File: src/rtl/instruction_fetch_unit.sv
// Fetch stage: turns the next-PC from branching_mechanism into instruction-memory
// requests and hands the fetched word plus its PC downstream over valid/ready.
module instruction_fetch_unit #(
    parameter int unsigned TIMEOUT = 16
) (
    input  logic        clk,
    input  logic        reset,
    input  logic [31:0] pc_in,
    output logic        imem_req,
    output logic [31:0] imem_addr,
    input  logic        imem_ready,
    input  logic [31:0] imem_rdata,
    output logic [31:0] instr_out,
    output logic [31:0] instr_pc,
    output logic        instr_valid,
    input  logic        instr_ready,
    output logic        fetch_err,
    output logic [31:0] fetch_count
);

    localparam int unsigned     CNT_W    = 8;
    localparam logic [CNT_W-1:0] CNT_LAST = CNT_W'(TIMEOUT - 1);

    typedef enum logic [1:0] {
        IDLE  = 2'd0,
        REQ   = 2'd1,
        VALID = 2'd2
    } state_t;

    state_t           state,       state_d;
    logic [31:0]      fetch_addr,  fetch_addr_d;
    logic [31:0]      last_pc,     last_pc_d;
    logic             have_last,   have_last_d;
    logic [CNT_W-1:0] cnt,         cnt_d;
    logic             imem_req_d;
    logic [31:0]      instr_out_d;
    logic [31:0]      instr_pc_d;
    logic             instr_valid_d;
    logic             fetch_err_d;
    logic [31:0]      fetch_count_d;

    // fetch_addr is itself a register, so the request address is registered too
    assign imem_addr = fetch_addr;

    // State and registered outputs
    always_ff @(posedge clk or negedge reset) begin
        if (!reset) begin
            state       <= IDLE;
            fetch_addr  <= '0;
            last_pc     <= '0;
            have_last   <= 1'b0;
            cnt         <= '0;
            imem_req    <= 1'b0;
            instr_out   <= '0;
            instr_pc    <= '0;
            instr_valid <= 1'b0;
            fetch_err   <= 1'b0;
            fetch_count <= '0;
        end else begin
            state       <= state_d;
            fetch_addr  <= fetch_addr_d;
            last_pc     <= last_pc_d;
            have_last   <= have_last_d;
            cnt         <= cnt_d;
            imem_req    <= imem_req_d;
            instr_out   <= instr_out_d;
            instr_pc    <= instr_pc_d;
            instr_valid <= instr_valid_d;
            fetch_err   <= fetch_err_d;
            fetch_count <= fetch_count_d;
        end
    end

    // Next-state and next-output logic
    always_comb begin
        state_d       = state;
        fetch_addr_d  = fetch_addr;
        last_pc_d     = last_pc;
        have_last_d   = have_last;
        cnt_d         = cnt;
        instr_out_d   = instr_out;
        instr_pc_d    = instr_pc;
        fetch_err_d   = 1'b0;
        fetch_count_d = fetch_count;

        case (state)
            IDLE: begin
                // An unchanged PC after an accepted fetch means the core is halted
                if (!have_last || (pc_in != last_pc)) begin
                    fetch_addr_d = pc_in;
                    cnt_d        = '0;
                    state_d      = REQ;
                end
            end
            REQ: begin
                if (pc_in != fetch_addr) begin
                    // Redirect wins over a same-cycle response, which is dropped
                    fetch_addr_d = pc_in;
                    cnt_d        = '0;
                end else if (imem_ready) begin
                    instr_out_d = imem_rdata;
                    instr_pc_d  = fetch_addr;
                    state_d     = VALID;
                end else if (cnt == CNT_LAST) begin
                    cnt_d       = '0;
                    fetch_err_d = 1'b1;
                end else begin
                    cnt_d = cnt + CNT_W'(1);
                end
            end
            VALID: begin
                if (instr_ready) begin
                    last_pc_d     = instr_pc;
                    have_last_d   = 1'b1;
                    fetch_count_d = fetch_count + 32'd1;
                    state_d       = IDLE;
                end
            end
            default: state_d = IDLE;
        endcase

        imem_req_d    = (state_d == REQ);
        instr_valid_d = (state_d == VALID);
    end

endmodule

File: config.mk
export PLATFORM = sky130hd
export DESIGN_NAME = instruction_fetch_unit
export DESIGN_NICKNAME = d
export VERILOG_FILES = /design/src/rtl/instruction_fetch_unit.sv
export SDC_FILE = /design/constraint.sdc
export NUM_CORES = 1
export LEC_CHECK = 0
export ABC_AREA = 1
export CAP_MARGIN = 30
export CORE_MARGIN = 2
export CORE_UTILIZATION = 24
export DETAILED_ROUTE_END_ITERATION = 7
export HOLD_SLACK_MARGIN = 0.12
export SETUP_SLACK_MARGIN = 0.5
export SLEW_MARGIN = 20
export SYNTH_ARGS = -nofsm -noshare
export SYNTH_HDL_FRONTEND = slang
export SYNTH_SLANG_ARGS = --single-unit
File: constraint.sdc
create_clock -name clk -period 3.3 [get_ports clk]
set_clock_uncertainty 0.1 [all_clocks]
set_input_delay 0.33 -clock clk [delete_from_list [all_inputs] [get_ports clk]]
set_output_delay 0.33 -clock clk [all_outputs]
set_load 0.02 [all_outputs]
==> impl_metrics.ini <==
[yosys]
synth_fa_ha_area_share_pct = 0.298
synthTopCellsByCount = nand2_1, dfrtp_1, inv_1, nand4_1, nand3_1
syn_inst = 1033
ys_ff_latch = 174
ys_seq_area_share_pct = 51.9
synthDistinctLibCells = 28
synthesis.area_um2 = 8390
synth.avg_cell_area_um2 = 8.12
synth-compound-area-share_pct = 1.82
synth_most_common_cell = nand2_1
synth_top_family_by_area = simple AND/OR/NAND/NOR gates
synthArstFlopShare_pct = 100
synth_xor_area_share_pct = 6.89
synth-main-ff-cell = dfrtp_1
yosys.area.top_type = dfrtp_1
syn_nets = 1103
yosys.area_share.simple_pct = 32.1
synth_edf_count = 0
synth_top_area_share_pct = 51.9
synth.area.mux_share_pct = 0
ys_warn_count = 0
synthTopCellsByArea = dfrtp_1, nand2_1, nand4_1

[sta]
rsz0062_at_grt = false
fmax_mhz = 441
period_share_pct = 68.7
fin_crit_ns = 2.27
worstMarginPinSlew_ns = 0.688
relSlewSlack_pct = 54.0
hold_violations = 0
fin_tns_setup_ns = 0
setup_viol = 0
finalMaxSlewViolations = 0
setup_slack_ns = 1.03

[grt]
grt_pass1_vias = 7111
grt_antenna_before_repair = 0
track_usage_pct = 14.7
overflow = 0
grt_max_degree = 63
grt_pass1_wl_mm = 41.0

[die]
start_util_pct = 24.3
pin_count = 199
die_w_um = 191
dieArea_um2 = 36500
die_h_um = 191
coreArea_um2 = 34500
core.rowCount = 68

[setup_path]
end_kind = register
cp_common_cell = nand2_1
critPathKind = reg2reg
cp_data_arrival_time_ns = 2.49
path_cells = xnor2_1 -> nand2_1 -> nor2_1 -> nand2_1 -> nor2_2 -> nand2_4 -> inv_2 -> nand3_2 -> buf_4 -> nand2_1 -> nand2_1
required_ns = 3.52
crit_slowest_cell = dfrtp_1
cp_max_fo = 32
slowest_delay_ns = 0.45
start_kind = register

[pwr]
power.share.sequential_pct = 43.3
p_leak_nw = 5.67
irDropWorstVdd_mv = 0.357
pwr-share-comb_pct = 12.8
intPower_mw = 3.93
power.clock.fraction_pct = 44.0
p_sw_mw = 1.36
p_per_area_nw_per_um2 = 459
swShare_pct = 25.7

[clocking]
clkSinkCount = 174
clkSlewWorstSetupHoldPaths_ns = 0.07
cts_tree = yes
cts.path.max_buffers = 2
cts-root-buf = clkbuf_16
h-tree-depth = 4
cts_resized = 0
numCtsBuffers = 17
clkLatencyLatePin_ns = 0.44

[place]
post-place-ws_ns = 0.633
hpwlAfterDp_mm = 18.6
gp_congestion = 0.800
placed_area_um2 = 10800
dpl.cell_count = 1658
io_buffers = 198

[final_layout]
area_growth_pct = 37.4
layoutNonFillerInstCount = 1690
drive_above_1_share_pct = 5.18
final_nets = 1293
finish.utilization_pct = 33.5
final_area_um2 = 11500
n_antenna_cell = 0

[detailed_routing]
vias = 7344
drtIter0Drc = 326
wirelength_mm = 26.3
wire_per_inst_um = 15.6
viasPerCell = 4.35
ant_nets = 0
drc = 0
drtPass1Iterations = 5

[flow_run]
max_cap_violations = 0

[status]
status = completed

[hold_path]
min_path_type = in2reg
cells in the final DEF (no fill, tap or decap), drive strengths merged, types with 2 or more instances in the layout:
master	netlist	final
nor2	51	51
o21ai	27	27
xnor2	36	36
nand3	62	62
o22ai	2	2
inv	91	91
nor4	3	3
clkinv	0	3
bufinv	0	6
dfrtp	174	174
xor2	30	30
buf	24	19
nand2	416	416
nand4	71	71
nor3	20	20
ha	2	2
clkdlybuf4s50	0	196
clkbuf	21	21
path summary, 6_finish.rpt:
kind | startpoint | slack, ns | depth (start not counted) | end
min | imem_ready | 0.32 | 3 | instr_pc[7]
min in group asynchronous | reset | 0.34 | 2 | last_pc[15]
max in group asynchronous | reset | 1.87 | 3 | instr_out[3]
min reg2reg | have_last | 0.37 | 2 | have_last
max | imem_addr[30] | 1.03 | 11 | instr_pc[25]
max reg2reg | imem_addr[30] | 1.03 | 11 | instr_pc[25]
stage by stage:
step	power, mW	hold slack [ns]
floorplan	2.62	-0.0656
global placement	3.00	0.268
detailed placement	3.01	0.273
CTS	5.37	0.295
global route	5.51	0.325
finish	5.29	0.316
metal layers:
metal  up-vias  track usage (%)  share of wire [%]
met4         0             4.32                1.6
met5         -                0                  0
li1       3641                -                  -
met3        22             2.92                5.3
met1      3470             19.4                 45
met2       211             24.3                 48
cell families after synthesis:
| group | after synthesis |
|---|---|
| AND/OR/NAND/NOR | 625 |
| buffers and inverters | 136 |
| adder cells (fa/ha/maj) | 2 |
| AO/OA/AOI/OAI | 30 |
| flip-flops | 174 |
| XOR/XNOR | 66 |
critical path, delay by kind of cell (launching register included):
family	cells	cell delay (ns)
flops	1	0.45
xor+xnor	1	0.28
buf+inv	2	0.43
simple gates	8	0.87
layout make-up:
class | instances | area [um^2]
clock buffer | 21 | 460
clock inverter | 10 | 210
fill | 3616 | 22900
inverter | 91 | 342
multi-input combinational | 723 | 3450
sequential | 174 | 4350
tap | 455 | 569
timing repair buffer | 216 | 2140
state kept, by name, indices dropped and copies added (netlist names):
signal       flops
imem_addr       32
have_last        1
instr_valid      1
state            2
imem_req         1
instr_out       32
fetch_err        1
fetch_count     32
cnt              8
last_pc         32
instr_pc        32
what timing repair did:
action,in CTS,in global routing
hold endpoints to repair,59,0
buffers inserted,0,0
hold buffers,1,0
power groups by stage:
stage / clock [mW] / combinational [mW] / sequential, mW
after detailed placement: 0 / 0.681 / 2.33
after global routing: 2.47 / 0.738 / 2.30
after CTS: 2.39 / 0.685 / 2.29
final: 2.33 / 0.675 / 2.29
after floorplan: 0 / 0.251 / 2.37
after global placement: 0 / 0.678 / 2.33
(Power assumes the default switching activity.)
